$ cat config.mk
export PLATFORM = sky130hd
export DESIGN_NAME = unified_cache_xbar
export DESIGN_NICKNAME = d
export VERILOG_FILES = /design/src/rtl/unified_cache_xbar.sv
export SDC_FILE = /design/constraint.sdc
export NUM_CORES = 1
export LEC_CHECK = 0
export CAP_MARGIN = 20
export CORE_AREA = 4 4 193 195
export DETAILED_ROUTE_END_ITERATION = 12
export DIE_AREA = 0 0 197 199
export GPL_ROUTABILITY_DRIVEN = 0
export HOLD_SLACK_MARGIN = 0.12
export PLACE_DENSITY_LB_ADDON = 0.3
export SLEW_MARGIN = 20
export SYNTH_ARGS = -nofsm -noshare
export SYNTH_HDL_FRONTEND = slang
export SYNTH_HIERARCHICAL = 1
export SYNTH_SLANG_ARGS = --single-unit
$ cat constraint.sdc
create_clock -name clk_in -period 6.2 [get_ports clk_in]
set_clock_uncertainty 0.1 [all_clocks]
set_input_delay 1.86 -clock clk_in [delete_from_list [all_inputs] [get_ports clk_in]]
set_output_delay 1.86 -clock clk_in [all_outputs]
set_load 0.02 [all_outputs]
$ cat src/rtl/unified_cache_xbar.sv
// Crossbar between requesting ports and unified-cache banks: round-robin request routing to
// per-bank output registers and return routing back to per-port registers.
// Optional build macro: UNIFIED_CACHE_XBAR_CRITICAL_PRIORITY_EN (critical requests win first).

`ifndef UNIFIED_CACHE_PACKET_WIDTH_IN_BITS
`define UNIFIED_CACHE_PACKET_WIDTH_IN_BITS 40
`endif
`ifndef UNIFIED_CACHE_PACKET_PORT_NUM_LO
`define UNIFIED_CACHE_PACKET_PORT_NUM_LO 36
`endif
`ifndef UNIFIED_CACHE_PACKET_VALID_POS
`define UNIFIED_CACHE_PACKET_VALID_POS 39
`endif

// Round-robin picker: first candidate at index >= ptr, wrapping.
module unified_cache_xbar_rr_arb #(
  parameter int N = 2,
  parameter int W = 1
) (
  input  logic [N-1:0] cand,
  input  logic [W-1:0] ptr,
  output logic         found,
  output logic [W-1:0] win,
  output logic [W-1:0] next_ptr
);

  int          sum;
  int          nxt_i;
  logic [W-1:0] idx_w;

  // Walk offsets from farthest to nearest so the nearest hit is written last.
  always_comb begin
    found = 1'b0;
    win   = '0;
    sum   = 0;
    idx_w = '0;
    for (int i = N - 1; i >= 0; i--) begin
      sum = int'(ptr) + i;
      if (sum >= N) sum = sum - N;
      idx_w = W'(sum);
      if (cand[idx_w]) begin
        found = 1'b1;
        win   = idx_w;
      end
    end
  end

  always_comb begin
    nxt_i = int'(win) + 1;
    if (nxt_i >= N) nxt_i = 0;
    next_ptr = W'(nxt_i);
  end

endmodule

module unified_cache_xbar #(
  parameter int NUM_INPUT_PORT  = 2,
  parameter int NUM_BANK        = 4,
  parameter int PACKET_WIDTH    = `UNIFIED_CACHE_PACKET_WIDTH_IN_BITS,
  parameter int BANK_SEL_POS_LO = 2,
  parameter int PORT_ID_POS_LO  = `UNIFIED_CACHE_PACKET_PORT_NUM_LO,
  parameter int PORT_ID_WIDTH   = $clog2(NUM_INPUT_PORT) + 1,
  parameter int VALID_POS       = `UNIFIED_CACHE_PACKET_VALID_POS
) (
  input  logic                                   clk_in,
  input  logic                                   reset_in,
  input  logic [NUM_INPUT_PORT*PACKET_WIDTH-1:0] request_flatted_in,
  input  logic [NUM_INPUT_PORT-1:0]              request_critical_flatted_in,
  output logic [NUM_INPUT_PORT-1:0]              request_ack_out,
  output logic [NUM_BANK*PACKET_WIDTH-1:0]       bank_request_flatted_out,
  output logic [NUM_BANK-1:0]                    bank_request_valid_out,
  input  logic [NUM_BANK-1:0]                    bank_request_ack_in,
  input  logic [NUM_BANK*PACKET_WIDTH-1:0]       bank_return_flatted_in,
  output logic [NUM_BANK-1:0]                    bank_return_ack_out,
  output logic [NUM_INPUT_PORT*PACKET_WIDTH-1:0] return_packet_flatted_out,
  input  logic [NUM_INPUT_PORT-1:0]              return_packet_ack_in
);

  localparam int BANK_W     = $clog2(NUM_BANK);
  localparam int PORT_PTR_W = (NUM_INPUT_PORT > 1) ? $clog2(NUM_INPUT_PORT) : 1;

  // Handshake: a source offers a packet by holding its VALID_POS bit high; the xbar pulses the
  // source's ack for one cycle when it captures the packet, after which the source may change it.
  // An output register is loadable when empty or when its consumer acks in the same cycle.

  logic [PACKET_WIDTH-1:0] req_pkt [NUM_INPUT_PORT];
  logic [PACKET_WIDTH-1:0] ret_pkt [NUM_BANK];

  logic [NUM_BANK-1:0][NUM_INPUT_PORT-1:0] req_gnt;
  logic [NUM_INPUT_PORT-1:0][NUM_BANK-1:0] ret_gnt;

  for (genvar p = 0; p < NUM_INPUT_PORT; p++) begin : g_req_unpack
    assign req_pkt[p] = request_flatted_in[p*PACKET_WIDTH +: PACKET_WIDTH];
  end

  for (genvar b = 0; b < NUM_BANK; b++) begin : g_ret_unpack
    assign ret_pkt[b] = bank_return_flatted_in[b*PACKET_WIDTH +: PACKET_WIDTH];
  end

`ifndef UNIFIED_CACHE_XBAR_CRITICAL_PRIORITY_EN
  logic unused_critical;
  assign unused_critical = ^request_critical_flatted_in;
`endif

  // Request path: one output register per bank.
  for (genvar b = 0; b < NUM_BANK; b++) begin : g_bank
    logic [NUM_INPUT_PORT-1:0] pend;
    logic [NUM_INPUT_PORT-1:0] cand;
    logic [PORT_PTR_W-1:0]     rr_q;
    logic [PORT_PTR_W-1:0]     win;
    logic [PORT_PTR_W-1:0]     nxt;
    logic                      found;
    logic                      open;
    logic                      grant;
    logic [PACKET_WIDTH-1:0]   pkt_q;
    logic                      vld_q;

    always_comb begin
      pend = '0;
      for (int p = 0; p < NUM_INPUT_PORT; p++) begin
        pend[p] = req_pkt[p][VALID_POS] &&
                  (req_pkt[p][BANK_SEL_POS_LO +: BANK_W] == BANK_W'(b));
      end
    end

`ifdef UNIFIED_CACHE_XBAR_CRITICAL_PRIORITY_EN
    assign cand = (|(pend & request_critical_flatted_in)) ?
                  (pend & request_critical_flatted_in) : pend;
`else
    assign cand = pend;
`endif

    unified_cache_xbar_rr_arb #(
      .N (NUM_INPUT_PORT),
      .W (PORT_PTR_W)
    ) u_arb (
      .cand     (cand),
      .ptr      (rr_q),
      .found    (found),
      .win      (win),
      .next_ptr (nxt)
    );

    assign open  = !vld_q || bank_request_ack_in[b];
    assign grant = open && found && !reset_in;
    assign req_gnt[b] = grant ? (NUM_INPUT_PORT'(1) << win) : '0;

    always_ff @(posedge clk_in) begin
      if (reset_in) begin
        pkt_q <= '0;
        vld_q <= 1'b0;
        rr_q  <= '0;
      end else if (grant) begin
        pkt_q <= req_pkt[win];
        vld_q <= 1'b1;
        rr_q  <= nxt;
      end else if (vld_q && bank_request_ack_in[b]) begin
        pkt_q <= '0;
        vld_q <= 1'b0;
      end
    end

    assign bank_request_flatted_out[b*PACKET_WIDTH +: PACKET_WIDTH] = pkt_q;
    assign bank_request_valid_out[b] = vld_q;
  end

  // Return path: one output register per port; port-ids outside the port range match no port.
  for (genvar p = 0; p < NUM_INPUT_PORT; p++) begin : g_port
    logic [NUM_BANK-1:0]     cand;
    logic [BANK_W-1:0]       rr_q;
    logic [BANK_W-1:0]       win;
    logic [BANK_W-1:0]       nxt;
    logic                    found;
    logic                    open;
    logic                    grant;
    logic [PACKET_WIDTH-1:0] pkt_q;
    logic                    vld_q;

    always_comb begin
      cand = '0;
      for (int b = 0; b < NUM_BANK; b++) begin
        cand[b] = ret_pkt[b][VALID_POS] &&
                  (ret_pkt[b][PORT_ID_POS_LO +: PORT_ID_WIDTH] == PORT_ID_WIDTH'(p));
      end
    end

    unified_cache_xbar_rr_arb #(
      .N (NUM_BANK),
      .W (BANK_W)
    ) u_arb (
      .cand     (cand),
      .ptr      (rr_q),
      .found    (found),
      .win      (win),
      .next_ptr (nxt)
    );

    assign open  = !vld_q || return_packet_ack_in[p];
    assign grant = open && found && !reset_in;
    assign ret_gnt[p] = grant ? (NUM_BANK'(1) << win) : '0;

    always_ff @(posedge clk_in) begin
      if (reset_in) begin
        pkt_q <= '0;
        vld_q <= 1'b0;
        rr_q  <= '0;
      end else if (grant) begin
        pkt_q <= ret_pkt[win];
        vld_q <= 1'b1;
        rr_q  <= nxt;
      end else if (vld_q && return_packet_ack_in[p]) begin
        pkt_q <= '0;
        vld_q <= 1'b0;
      end
    end

    assign return_packet_flatted_out[p*PACKET_WIDTH +: PACKET_WIDTH] = pkt_q;
  end

  // Each port targets a single bank (and each bank a single port), so OR-ing never double-counts.
  always_comb begin
    request_ack_out = '0;
    for (int b = 0; b < NUM_BANK; b++) begin
      request_ack_out = request_ack_out | req_gnt[b];
    end
  end

  always_comb begin
    bank_return_ack_out = '0;
    for (int p = 0; p < NUM_INPUT_PORT; p++) begin
      bank_return_ack_out = bank_return_ack_out | ret_gnt[p];
    end
  end

endmodule

==> Word level (Yosys, flattened, before mapping) <==
Cells that the tools add are included.
{ "op_classes": {"n_reduce_logical": 59, "n_mux": 134, "shifts": 6, "order_cmp": 44, "eq_ne": 10, "addsub": 32, "n_bitwise": 10} }
{ "op_table": {"columns": ["cell", "count"], "rows": [
  ["$mux 40", 28],
  ["$bmux 40 s2", 2],
  ["$mux 1", 72],
  ["$mux 2", 22],
  ["$logic_and 1x1->1", 34],
  ["$ge 3x3->1 const B", 10],
  ["$ge 2x2->1 const B", 12],
  ["$lt 2x3->1 const B", 8],
  ["$add 1x1->2 const B", 8],
  ["$bmux 1 s2", 8],
  ["$lt 1x2->1 const B", 8],
  ["$sub 2x1->2 const B", 8],
  ["$add 2x1->3 const B", 4],
  ["$add 2x2->3 const B", 4],
  ["$eq 2x1->1 const B", 6],
  ["$logic_not 2->1", 6],
  ["$reduce_bool 2->1", 6],
  ["$eq 2x2->1 const B", 4],
  ["$ge 1x2->1 const B", 4],
  ["$mux 4", 2],
  ["$not 1->2", 4],
  ["$shl 1x1->2 const A", 4],
  ["$shl 1x2->4 const A", 2],
  ["$sub 1x1->1 const B", 8],
  ["6 further kinds", 21]
]} }
{ "totals": {"elab_cells": 313, "register_bits": 254, "in_bits": 250, "out_inout_bits": 250} }

==> Longest topological paths before layout <==
Gate-level depths: netlist of the first run.
{ "depth": {"ltp_word": 14, "depth_mapped": 8, "ltp_nobuf": 8} }

==> Cells and area by module <==
The synthesis of the first run kept the hierarchy.
{ "by_module_without_submodules": {"columns": ["mod", "instances", "area_per_inst_um2", "seq_area_each_um2", "cells_per_inst"], "rows": [
  ["unified_cache_xbar", 1, 12001.5, 5084.9, 940],
  ["unified_cache_xbar_rr_arb at g_port[0].u_arb", 1, 102.6, 0.0, 18],
  ["unified_cache_xbar_rr_arb at g_port[1].u_arb", 1, 96.3, 0.0, 15],
  ["unified_cache_xbar_rr_arb at g_bank[0].u_arb ...", 4, 22.5, 0.0, 4]
]} }

==> Worst setup path after synthesis of the first run <==
No wires, ideal clock.
{ "synth_path": {"kind": "input-to-output", "from": "input port bank_return_flatted_in[157]", "to": "output port bank_return_ack_out[1]", "stages": 8, "n_path_buf": 2, "slack_ns": 0.775, "required_ns": 4.240, "arrival_ns": 3.465, "path_cell_list": "nor3b_1 > mux2i_1 > and2_1 > nor3_1 > buf_6 > buf_6 > nand4b_1 > a21oi_1"} }
{ "synth_via": {"elab_cells_between_ends": 45, "classes_between": "1 x eq/ne; 2 x shift; 34 x mux; 1 x bitwise; 7 x reduce/logical"} }
{ "synth_rtl": {"columns": ["element", "line_no", "source"], "rows": [
  ["start, declared", "73", "input logic [NUM_BANK*PACKET_WIDTH-1:0] bank_return_flatted_in,"],
  ["$logic_not 2->1 *", "183", "(ret_pkt[b][PORT_ID_POS_LO +: PORT_ID_WIDTH] == PORT_ID_WIDTH'(p));"],
  ["$logic_and 1x1->1 *", "182", "cand[b] = ret_pkt[b][VALID_POS] &&"],
  ["$bmux 1 s2", "41", "if (cand[idx_w]) begin"],
  ["$mux 1 (not written as such)", "41", null],
  ["$mux 2 (3 in series)", "41", null],
  ["$mux 2 *", "41", null],
  ["named net g_port[0].win[0]", "171", "logic [BANK_W-1:0] win;"],
  ["$shl 1x2->4 *", "200", "assign ret_gnt[p] = grant ? (NUM_BANK'(1) << win) : '0;"],
  ["$mux 4 *", "200", null],
  ["$or 4x4->4 *", "231", "bank_return_ack_out = bank_return_ack_out | ret_gnt[p];"],
  ["end, declared", "74", "output logic [NUM_BANK-1:0] bank_return_ack_out,"]
]} }
Mark *: on every way through the listed nets, which the timed path passes. The rest lies on a longest branch. The select of a mux whose other input is x is not followed.

==> Final worst setup path of the first run <==
{ "layout_path": {"from": "input port bank_return_flatted_in[79]", "to": "output port bank_return_ack_out[0]"} }
{ "layout_via": {"elab_cells_between_ends": 43, "classes_between": "2 x shift; 34 x mux; 1 x bitwise; 6 x reduce/logical"} }
{ "layout_rtl": {"columns": ["element", "line_no", "source"], "rows": [
  ["$logic_and 1x1->1 *", "182", null],
  ["named net g_port[0].cand[1]", "169", "logic [NUM_BANK-1:0] cand;"],
  ["$bmux 1 s2", "41", null],
  ["$mux 1 (not written as such)", "41", null],
  ["$mux 2 (3 in series)", "41", null],
  ["$mux 2 *", "41", null],
  ["named net g_port[0].win[1]", "171", null],
  ["$shl 1x2->4 *", "200", null],
  ["$mux 4 *", "200", null],
  ["$or 4x4->4 *", "231", null]
]} }
Marks and branches as above.

==> summary.md, run 1 <==
| Metric | Value |
|---|---|
| Status | `complete, no violations` |
| Maximum number of pins on one net before global-route repair | `41` |
| Die span in x | `between 150 and 200 µm` |
| Pleak | `about 6.5 nW` |
| Final #Nets | `~1700` |
| Total number of vias | `between 10000 and 15000` |
| TritonCTS Buffers | `30` |
| Worst Setup Path Type | `in -> out` |
| Number of hold violations in the final report | `0` |
| Area share of the leading cell type in the synthesized netlist | `0.414` |
| Syn Nets | `between 1000 and 1500` |
| Number of synthesized register bits | `between 200 and 300` |
| Antenna Violating Nets Remaining | `0` |
| Biggest area consumer among synthesized cells | `dfxtp_1` |
| Main flop type after synthesis | `dfxtp_1` |
| Synthesized cell area | `between 0.01 and 0.015 mm²` |
| Count of port buffers added during placement | `~500` |
| Unique cell type count in the Yosys netlist | `45` |
| DP HPWL | `roughly 34 mm` |
| Largest driver fanout on the critical path | `6` |
| Final design area excluding fillers | `~0.019 mm²` |
| Slowest cell delay on critical path | `around 0.50 ns` |
| Slew of the pin with the lowest slew margin | `~1.0 ns` |
| Min cycle time layout | `between 6 and 7 ns` |
| Root buffer selected by CTS | `clkbuf_16` |
| Number of antenna violations at the first check in global routing | `1` |
| EDFF count, synth | `0` |
| Clock Latency Late Sink | `around 0.6 ns` |
| Number of detailed-route iterations in the first pass | `4` |
| Startpoint of the lowest-slack register-to-register path | `g_port[0].rr_q[1]` |
| Arrival time at the worst endpoint | `a little over 4 ns` |
| Aggregate global routing overflow | `0` |
| Most repeated library cell on the critical path | `buf_4` |
| Total routing usage reported by global routing | `0.230` |
| Clock-pin slew of the registers on the worst-case setup and hold paths | `0.06 ns` |
| Total of max-cap violations | `0` |
| Routed WL | `about 47 mm` |
| Die Outline Area | `0.0392 mm²` |
| R2r worst-path depth | `6` |
| # IOs | `500` |
| Global-route wire length before repair | `~70 mm` |
| Max-slew headroom | `0.301` |
| Row Count | `69` |
| H-tree Lvls | `1` |
| TritonCTS clock tree | `built` |
| Effective utilization at floorplan | `0.347` |
| Drt initial violations | `between 200 and 300` |
| Final setup violation count | `0` |
| Final Hold Slack | `~0.36 ns` |
| Clock Tree Buf Depth | `3` |
| Sequential area share after synthesis | `0.414` |
| Data required time at the worst endpoint | `4.24 ns` |
| Unrepaired setup endpoints after global routing | `false` |
| Routed wirelength normalized by instance count | `about 24 µm` |
| TritonCTS sink count | `about 250` |
| Post CTS Setup Buffer Count | `0` |
| Synth warnings | `6` |
| Core area | `about 0.035 mm²` |
| Critical-path top delay cell | `clkdlybuf4s50_1` |
| Upper clock frequency limit | `between 0.15 and 0.2 GHz` |
| DP Area | `roughly 0.018 mm²` |
| VDD IR max | `248 µV` |
| CP Launch Point | `bank_return_flatted_in[79]` |
| Area contributors post-synth | `dfxtp_1 41%, mux4_2 14%, mux2i_1 13%` |
| Die Ht | `199 µm` |
| Final period util | `0.982` |
| Number of buffers inserted for hold repair after clock tree synthesis | `0` |
| Mean instance size in the synthesized netlist | `about 12 µm²` |
| Asr flop ratio synth | `0` |
| Remaining DRCs | `0` |
| Power per Cell Area | `~260 mW/mm²` |
| Via count of the first global-routing pass | `11400` |
| Startpoint kind of the worst setup timing path | `primary input` |
| Launch point of the worst hold path | `g_bank[2].pkt_q[11]` |
| Number of instances in the synthesized netlist | `~990` |
| Class of the tightest hold or removal check | `reg -> reg` |
| Area growth syn-to-layout | `52.9%` |
| Number of cells on the worst hold path | `1` |
| Number of pins with negative max-slew slack in the final report | `0` |
| Final design utilization | `0.531` |
| Vias per Instance | `about 5.5` |
| Critical Path End Type | `primary output` |
| Crit-path cells | `clkdlybuf4s50_1 -> nor3b_1 -> buf_4 -> inv_1 -> a221oi_1 -> buf_4 -> nor2_4 -> nor4_1 -> o21ba_2 -> dlygate4sd2_1` |
| Share of post-route cells with drive strength above 1 | `0.145` |
## power by group
group	internal, W	total (W)	switching, W
sequential	0.00175	0.00181	0.0000663
combinational	0.000573	0.00112	0.000549
clock	0.00119	0.00194	0.000751
## cell families (layout without fill, tap and decap cells)
kind of cell / Yosys count / in the layout / synth area share
other: 0 / 1 / 0
flip-flops: 254 / 254 / 0.414
AO/OA/AOI/OAI: 287 / 287 / 0.201
multiplexers: 242 / 242 / 0.280
adder cells (fa/ha/maj): 1 / 1 / 0.00102
buffers and inverters: 111 / 614 / 0.0557
AND/OR/NAND/NOR: 94 / 94 / 0.0484
## cells in the mapped netlist, types with 6 or more instances
| cell | n |
|---|---|
| nand2_1 | 6 |
| a22o_1 | 80 |
| buf_6 | 22 |
| nor3b_1 | 7 |
| o2bb2ai_1 | 145 |
| nor2_1 | 9 |
| nor4_1 | 6 |
| nand4b_1 | 8 |
| a21oi_1 | 23 |
| mux4_1 | 6 |
| nand3_1 | 8 |
| inv_1 | 11 |
| mux4_2 | 74 |
| dfxtp_1 | 254 |
| mux2i_1 | 162 |
| or2_2 | 6 |
| o2bb2ai_2 | 15 |
| nand2b_1 | 10 |
| nor2b_1 | 6 |
| and3b_1 | 6 |
| buf_2 | 64 |
| o21ai_0 | 12 |
## path summary, 6_finish.rpt
kind                            endpoint  slack (ns)
hold / removal       g_bank[2].pkt_q[11]        0.36
setup / recovery  bank_return_ack_out[0]        0.11
hold reg to reg      g_bank[2].pkt_q[11]        0.36
setup reg to reg      g_port[0].pkt_q[0]        3.59
## critical path, delay by kind of cell
kind | cells | cell delay (ns)
compound gates | 2 | 0.46
simple gates | 3 | 0.53
buf+inv | 5 | 1.27
## per-stage QoR
step	std cells	setup TNS, ns	setup slack [ns]	power (W)
after CTS	1953	0	0.0794	0.00493
after global placement	1897	-0.390	-0.145	0.00296
after global routing	1954	0	0.0239	0.00506
final	1954	0	0.110	0.00488
after floorplan	989	0	0.775	0.00241
after detailed placement	1897	-0.643	-0.212	0.00297
## layer usage
layer / wire length, µm / track usage / vias to the layer above
met2: 23100 / 0.399 / 408
met1: 18300 / 0.269 / 5296
met4: 1630 / 0.0770 / 0
met5: 0 / 0 / -
li1: - / - / 4929
met3: 4390 / 0.0762 / 83
## cells in the final DEF (no fill, tap or decap), drive strengths merged, types with 2 or more instances in the layout
master	instances
clkinvlp	2
nor3b	7
clkinv	7
clkbuf	41
o2bb2ai	160
and3	3
or2	10
nand4b	8
clkdlybuf4s50	491
or3	5
dlygate4sd2	4
inv	11
and3b	6
nor3	3
a21oi	25
nand4	3
bufinv	6
o21ai	12
nand3	8
a22o	80
nor2b	6
nand2	6
nor4	6
mux2i	162
mux4	80
dfxtp	254
o21a	4
nor2	9
nand2b	10
buf	51
## layout make-up
cell class,count,area (µm²)
diodes,1,2.50
repair buffers,547,5360
fillers,3102,16600
clock buffers,41,832
flip-flops and latches,254,5080
multi-input cells,624,6640
well taps,461,577
clock inverters,15,259
inverters,11,41.3
## state kept, by name, indices dropped and copies added (netlist names)
signal        count
g_bank.pkt_q    160
g_bank.vld_q      4
g_port.pkt_q     80
g_port.rr_q       4
g_bank.rr_q       4
g_port.vld_q      2
## timing repair
| item | 4_1_cts | 5_1_grt |
|---|---|---|
| resized for setup | 6 | 1 |
| pin swaps | 0 | 0 |
| endpoints found under the setup margin | 4 | 1 |
(Power assumes the default switching activity.)
==> inputs of run 2 (changes only) <==
--- a/config.mk
+++ b/config.mk
@@ -6,14 +6,13 @@
 export NUM_CORES = 1
 export LEC_CHECK = 0
 export CAP_MARGIN = 20
-export CORE_AREA = 4 4 193 195
+export CORE_AREA = 4 4 194 196
 export DETAILED_ROUTE_END_ITERATION = 12
-export DIE_AREA = 0 0 197 199
+export DIE_AREA = 0 0 198 200
 export GPL_ROUTABILITY_DRIVEN = 0
 export HOLD_SLACK_MARGIN = 0.12
 export PLACE_DENSITY_LB_ADDON = 0.3
 export SLEW_MARGIN = 20
 export SYNTH_ARGS = -nofsm -noshare
 export SYNTH_HDL_FRONTEND = slang
-export SYNTH_HIERARCHICAL = 1
 export SYNTH_SLANG_ARGS = --single-unit
==> run 2 against run 1 <==
  * Via count up 12%
  * Sequential power barely moved
  * Clock-buffer cell count grew 6
  * Setup slack worse by 0.0070 ns
  * Combinational power down 5%
  * Fmax is 0.12% lower
  * Final cell count rose by 13%
  * Synthesized cell count grew 27%
  * Utilization shrank 0.88 points
  * Worst hold slack got worse by 0.0045 ns
  * Global-route usage up 1.2 points
  * Sequential share of layout area is 0.067 points lower
  * Critical path type unchanged
  * Largest cell class unchanged
==> summary.md, run 2 <==
| Metric | Value |
|---|---|
| Biggest area consumer among synthesized cells | `dfxtp_1` |
| Top Registers | `g_bank.pkt_q: 160 flops, g_port.pkt_q: 80 flops` |
| Main flop type after synthesis | `dfxtp_1` |
| Power per Cell Area | `249 mW/mm² (-4.1%)` |
| Number of filler cells placed in the layout | `3268 (+5.4%)` |
| Number of instances in the synthesized netlist | `1258 (+27%)` |
| H-tree Lvls | `1 (unchanged)` |
| Die Outline Area | `0.0396 mm² (+1.0%)` |
| TritonCTS Buffers | `31 (+3.3%)` |
| Number of buffers inserted for hold repair after clock tree synthesis | `0 (unchanged)` |
| Final #Nets | `1965 (+14%)` |
| Number of hold violations in the final report | `0 (unchanged)` |
| Startpoint of the lowest-slack register-to-register path | `g_port[1].rr_q[0]` |
| TritonCTS sink count | `254 (unchanged)` |
| DP HPWL | `35.9 mm (+5.8%)` |
| Number of cells on the worst hold path | `2 (+1)` |
| Setup slack at placement | `0.0368 ns (+0.249 ns)` |
| Total area of sequential cells | `0.00508 mm² (unchanged)` |
| Routed WL | `50.8 mm (+7.2%)` |
| Area growth syn-to-layout | `51.4%` |
| Leading cell type in the layout, fill and taps excluded | `clkdlybuf4s50_1` |
| Most frequent cells in the layout | `494 x clkdlybuf4s50_1, 297 x mux2i_1, 254 x dfxtp_1` |
| Status | `complete, no violations` |
| Worst Setup Path Type | `in -> out` |
| Final period util | `0.983 (+0.00114)` |
| Remaining DRCs | `0 (unchanged)` |
| Global-route wire length before repair | `75.1 mm (+7.0%)` |
| Setup ws final | `0.103 ns (-0.00704 ns)` |
| Sequential area share after synthesis | `0.409 (-0.00499)` |
| Launch point of the worst hold path | `g_bank[3].pkt_q[39]` |
| Final setup violation count | `0 (unchanged)` |
| Share of post-route cells with drive strength above 1 | `0.0652 (-0.0803)` |
| Flip-flop count of the largest register, all copies and words added | `160 (unchanged)` |
| Data required time at the worst endpoint | `4.24 ns (about the same)` |
| Routed wirelength normalized by instance count | `23.0 µm (-5.1%)` |
| Multi-input combinational cell area | `0.00683 mm² (+2.8%)` |
| Min-Delay Endpoint | `g_bank[3].pkt_q[39]` |
| Core area | `0.0361 mm² (+1.9%)` |
| Top-count cell post-synth | `mux2i_1` |
| Number of synthesized register bits | `254 (unchanged)` |
| Startpoint kind of the worst setup timing path | `primary input` |
| Number of pins with negative max-slew slack in the final report | `0 (unchanged)` |
| R2r worst-path depth | `8 (+2)` |
| Asr flop ratio synth | `0 (unchanged)` |
| Synthesized cell area | `0.0124 mm² (+1.2%)` |
| Clock-pin slew of the registers on the worst-case setup and hold paths | `0.06 ns (about the same)` |
| Final sum of negative setup slack | `0 ns (unchanged)` |
| Critical Path End Type | `primary output` |
| Upper clock frequency limit | `0.164 GHz (-0.12%)` |
| Total routing usage reported by global routing | `0.242 (+0.0116)` |
| Drt initial violations | `460 (+56%)` |
| Class of the tightest hold or removal check | `reg -> reg` |
| Number of antenna violations at the first check in global routing | `6 (+5)` |
| Unique cell type count in the Yosys netlist | `50 (+11%)` |
| Antenna Violating Nets Remaining | `0 (unchanged)` |
| Slew of the pin with the lowest slew margin | `0.851 ns (-0.198 ns)` |
| TritonCTS clock tree | `built` |
| Die Ht | `200 µm (+0.50%)` |
| Pleak | `7.89 nW (+21%)` |
| EDFF count, synth | `0 (unchanged)` |
| Syn Nets | `1510 (+22%)` |
| Mean instance size in the synthesized netlist | `9.89 µm² (-20%)` |
| R2R setup slack | `3.22 ns (-0.37 ns)` |
| Via count of the first global-routing pass | `12400 (+8.2%)` |
| Effective utilization at floorplan | `0.345 (-0.00246)` |
| Arrival time at the worst endpoint | `4.14 ns (about the same)` |
| Die span in x | `198 µm (+0.51%)` |
| # IOs | `500 (unchanged)` |
| VDD IR max | `216 µV (-13%)` |
| Synth warnings | `0 (-6)` |
| Min cycle time layout | `6.10 ns (+0.00704 ns)` |
| Maximum number of pins on one net before global-route repair | `57 (+39%)` |
| Count of port buffers added during placement | `497 (unchanged)` |
| Area share of the leading cell type in the synthesized netlist | `0.409 (-0.00499)` |
| Number of detailed-route iterations in the first pass | `5 (+1)` |
| Vias per Instance | `5.46 (-0.52%)` |
| Worst flop-to-flop path endpoint | `g_port[1].pkt_q[7]` |
| Register with the highest flop count | `g_bank.pkt_q` |
| Root buffer selected by CTS | `clkbuf_16` |
| Max-slew headroom | `0.420 (+0.120)` |
| Final Hold Slack | `0.355 ns (-0.00451 ns)` |
| Row Count | `70 (+1.4%)` |
| Total number of vias | `12000 (+12%)` |
| Aggregate global routing overflow | `0 (unchanged)` |
| Area contributors post-synth | `dfxtp_1 41%, mux2i_1 24%, a2bb2oi_1 10%` |
| Synth cell count leaders | `301 x mux2i_1, 254 x dfxtp_1, 154 x nor2_1` |
| Largest driver fanout on the critical path | `5 (-1)` |
| Total of max-cap violations | `0 (unchanged)` |
| Clock Latency Late Sink | `0.58 ns (-0.02 ns)` |
| Clock Tree Buf Depth | `3 (unchanged)` |
run 2: logic make-up (layout without fill, tap and decap cells):
logic type	Yosys count	count (layout)	share of synthesized area
AO/OA/AOI/OAI	274	274	0.185
buffers and inverters	121	597	0.0499
AND/OR/NAND/NOR	306	306	0.112
flip-flops	254	254	0.409
other	0	5	0
multiplexers	301	301	0.242
adder cells (fa/ha/maj)	2	2	0.00201
run 2: layer usage:
layer  vias to the layer above  wire length [µm]  track usage
li1                       5596                 -            -
met1                      5810             19200        0.277
met2                       519             24000        0.409
met3                       111              5140       0.0886
met4                         4              2410        0.101
met5                         -                21            0
run 2: worst max-delay path: stages:
cell and delay (ns):
clkdlybuf4s50_1 0.53, and3b_1 0.31, and4b_4 0.25, nor3_4 0.14
nand2b_1 0.13, o22ai_1 0.23, clkdlybuf4s50_1 0.68
run 2: worst max-delay path by stage:
stage | start | endpoint | slack [ns] | depth (start not counted)
2_1_floorplan | bank_return_flatted_in[117] | bank_return_ack_out[3] | 0.86 | 8
3_3_place_gp | bank_return_flatted_in[76] | bank_return_ack_out[3] | 0.07 | 8
3_5_place_dp | bank_return_flatted_in[119] | bank_return_ack_out[3] | 0.04 | 8
4_1_cts | bank_return_flatted_in[76] | bank_return_ack_out[3] | 0.02 | 8
5_1_grt | bank_return_flatted_in[116] | bank_return_ack_out[1] | -0.007 | 7
6_report | bank_return_flatted_in[117] | bank_return_ack_out[1] | 0.10 | 7
run 2: final cells by class:
type | count | share of cell area
flip-flops and latches | 254 | 0.270
repair buffers | 537 | 0.280
inverters | 6 | 0.00120
well taps | 468 | 0.0311
clock inverters | 7 | 0.00518
clock buffers | 47 | 0.0491
diodes | 5 | 0.000664
multi-input cells | 883 | 0.362
run 2: power by group:
part           total, W  switching (W)  internal (W)  leakage [nW]
clock           0.00184       0.000738       0.00110         0.497
combinational   0.00106       0.000532      0.000526          5.32
sequential      0.00179      0.0000613       0.00173          2.07
total           0.00469        0.00133       0.00336          7.89
run 2: timing repair:
item	4_1_cts	5_1_grt
endpoints found under the setup margin	0	3
resized for setup	0	4
setup buffers	0	1
run 2: through the flow:
step / total power, W / instances / instance area [µm²] / util
final: 0.00469 / 2207 / 18800 / 0.522
after global routing: 0.00487 / 2206 / 18800 / 0.522
after CTS: 0.00474 / 2201 / 18800 / 0.521
after detailed placement: 0.00288 / 2147 / 17800 / 0.493
after global placement: 0.00287 / 2147 / 17800 / 0.493
after floorplan: 0.00236 / 1258 / 12400 / -
==> inputs of run 3 (changes only) <==
--- a/config.mk
+++ b/config.mk
@@ -7,6 +7,8 @@
 export LEC_CHECK = 0
 export CAP_MARGIN = 20
 export CORE_AREA = 4 4 194 196
+export CTS_CLUSTER_DIAMETER = 150
+export CTS_CLUSTER_SIZE = 25
 export DETAILED_ROUTE_END_ITERATION = 12
 export DIE_AREA = 0 0 198 200
 export GPL_ROUTABILITY_DRIVEN = 0
==> run 3 against run 2 <==
  * Final cell count fell by 1.8%
  * Combinational power is essentially flat
  * Largest cell class unchanged
  * Critical path type unchanged
  * Utilization fell by 1.7 points
  * Clock-buffer cell count fell by 32
  * First-iteration DRC count down 5.0%
  * Global-route usage down 0.49 points
  * Sequential power hardly changed
==> summary.md, run 3 (synthesized netlist as in run 2, its figures left out) <==
| Metric | Value |
|---|---|
| Status | `complete, no violations` |
| TritonCTS Buffers | `14 (-55%)` |
| Effective utilization at floorplan | `0.345 (unchanged)` |
| Number of detailed-route iterations in the first pass | `5 (unchanged)` |
| R2R setup slack | `3.17 ns (-0.05 ns)` |
| Drt initial violations | `437 (-5.0%)` |
| Vias per Instance | `5.45 (about the same)` |
| Power per Cell Area | `213 mW/mm² (-14%)` |
| Final period util | `0.981 (-0.00252)` |
| Slew of the pin with the lowest slew margin | `0.837 ns (-0.0146 ns)` |
| Total of max-cap violations | `0 (unchanged)` |
| Flip-flop count of the largest register, all copies and words added | `160 (unchanged)` |
| Data required time at the worst endpoint | `4.24 ns (about the same)` |
| Routed WL | `50.0 mm (-1.5%)` |
| Clock Tree Buf Depth | `3 (unchanged)` |
| Min cycle time layout | `6.08 ns (-0.0156 ns)` |
| Share of post-route cells with drive strength above 1 | `0.0483 (-0.0168)` |
| Core area | `0.0361 mm² (unchanged)` |
| Count of port buffers added during placement | `497 (unchanged)` |
| Clock Latency Late Sink | `0.50 ns (-0.08 ns)` |
| Leading cell type in the layout, fill and taps excluded | `clkdlybuf4s50_1` |
| Startpoint of the lowest-slack register-to-register path | `g_port[1].rr_q[0]` |
| Top Registers | `g_bank.pkt_q: 160 flops, g_port.pkt_q: 80 flops` |
| Number of hold violations in the final report | `0 (unchanged)` |
| Largest driver fanout on the critical path | `4 (-1)` |
| TritonCTS sink count | `254 (unchanged)` |
| Number of cells on the worst hold path | `2 (unchanged)` |
| Die Ht | `200 µm (unchanged)` |
| Register with the highest flop count | `g_bank.pkt_q` |
| DP HPWL | `35.9 mm (unchanged)` |
| Arrival time at the worst endpoint | `4.12 ns (-0.02 ns)` |
| Total routing usage reported by global routing | `0.237 (-0.00487)` |
| Multi-input combinational cell area | `0.00683 mm² (unchanged)` |
| Min-Delay Endpoint | `g_bank[3].pkt_q[39]` |
| Routed wirelength normalized by instance count | `23.1 µm (+0.27%)` |
| Worst Setup Path Type | `in -> out` |
| # IOs | `500 (unchanged)` |
| Number of pins with negative max-slew slack in the final report | `0 (unchanged)` |
| Upper clock frequency limit | `0.164 GHz (+0.26%)` |
| Total area of sequential cells | `0.00508 mm² (unchanged)` |
| Critical Path End Type | `primary output` |
| Startpoint kind of the worst setup timing path | `primary input` |
| Launch point of the worst hold path | `g_bank[3].pkt_q[39]` |
| Final sum of negative setup slack | `0 ns (unchanged)` |
| Unrepaired setup endpoints after global routing | `false` |
| Number of filler cells placed in the layout | `3346 (+2.4%)` |
| Final #Nets | `1948 (-0.87%)` |
| Row Count | `70 (unchanged)` |
| R2r worst-path depth | `8 (unchanged)` |
| Final setup violation count | `0 (unchanged)` |
| Pleak | `7.59 nW (-3.8%)` |
| Worst flop-to-flop path endpoint | `g_port[1].pkt_q[33]` |
| Number of antenna violations at the first check in global routing | `5 (-1)` |
| Global-route wire length before repair | `73.8 mm (-1.7%)` |
| H-tree Lvls | `1 (unchanged)` |
| TritonCTS clock tree | `built` |
| Aggregate global routing overflow | `0 (unchanged)` |
| Total number of vias | `11800 (-1.8%)` |
| Tot Pwr | `0.00388 W (-17%)` |
| CP Launch Point | `bank_return_flatted_in[117]` |
| Root buffer selected by CTS | `clkbuf_16` |
| Area growth syn-to-layout | `46.4%` |
| Clock-pin slew of the registers on the worst-case setup and hold paths | `0.10 ns (+0.04 ns)` |
| Remaining DRCs | `0 (unchanged)` |
| Most frequent cells in the layout | `494 x clkdlybuf4s50_1, 297 x mux2i_1, 254 x dfxtp_1` |
| VDD IR max | `223 µV (+3.3%)` |
| Max-slew headroom | `0.430 (+0.00997)` |
| Class of the tightest hold or removal check | `reg -> reg` |
| Die Outline Area | `0.0396 mm² (unchanged)` |
| Die span in x | `198 µm (unchanged)` |
| Maximum number of pins on one net before global-route repair | `57 (unchanged)` |
| Via count of the first global-routing pass | `12100 (-1.9%)` |
| Antenna Violating Nets Remaining | `0 (unchanged)` |
## run 3: changes by cell type in the layout (fill, tap and decap cells not counted), sizes merged
cell / delta
inv: -2
diode: -1
bufinv: -2
clkbuf: -32
clkinvlp: -2
## run 3: stage by stage
stage	setup slack, ns	util	cell area (µm²)	instances	hold WS [ns]
detailed placement	0.0368	0.493	17800	2147	0.348
global route	0.0112	0.505	18200	2167	0.385
finish	0.118	0.505	18200	2168	0.361
global placement	0.0712	0.493	17800	2147	0.343
CTS	0.0197	0.504	18200	2163	0.362
floorplan	0.865	-	12400	1258	0.364
## run 3: per-layer routing
layer	vias up	wire length (µm)	GRT usage
met1	5730	19300	0.277
met4	4	2150	0.0867
met3	94	4810	0.0777
met2	459	23700	0.407
met5	-	21	0
li1	5534	-	-
## run 3: power breakdown
part / leakage (nW) / switching (W) / total (W) / internal (W)
clock: 0.196 / 0.000589 / 0.00103 / 0.000446
sequential: 2.07 / 0.0000610 / 0.00179 / 0.00173
combinational: 5.32 / 0.000530 / 0.00106 / 0.000526
total: 7.59 / 0.00118 / 0.00388 / 0.00270
## run 3: how the worst max path moves through the flow
stage | slack (ns) | endpoint
6_report | 0.12 | bank_return_ack_out[2]
5_1_grt | 0.01 | bank_return_ack_out[1]
4_1_cts | 0.02 | bank_return_ack_out[3]
3_5_place_dp | 0.04 | bank_return_ack_out[3]
3_3_place_gp | 0.07 | bank_return_ack_out[3]
2_1_floorplan | 0.86 | bank_return_ack_out[3]
## run 3: cell type report
type | count | share of cell area
diodes | 4 | 0.000549
clock buffers | 15 | 0.0206
clock inverters | 1 | 0.00165
inverters | 6 | 0.00124
multi-input cells | 883 | 0.375
flip-flops and latches | 254 | 0.279
well taps | 468 | 0.0321
repair buffers | 537 | 0.290
## run 3: repair_timing
item	4_1_cts	5_1_grt
endpoints found under the setup margin	0	3
gates resized for setup	0	4
setup buffers	0	1
hold buffers	0	0
## run 3: critical path, stage by stage
cell,delay [ns]
clkdlybuf4s50_1,0.52
nor3b_4,0.32
a22oi_1,0.17
o211ai_4,0.23
inv_1,0.11
o22ai_1,0.22
clkdlybuf4s50_1,0.68
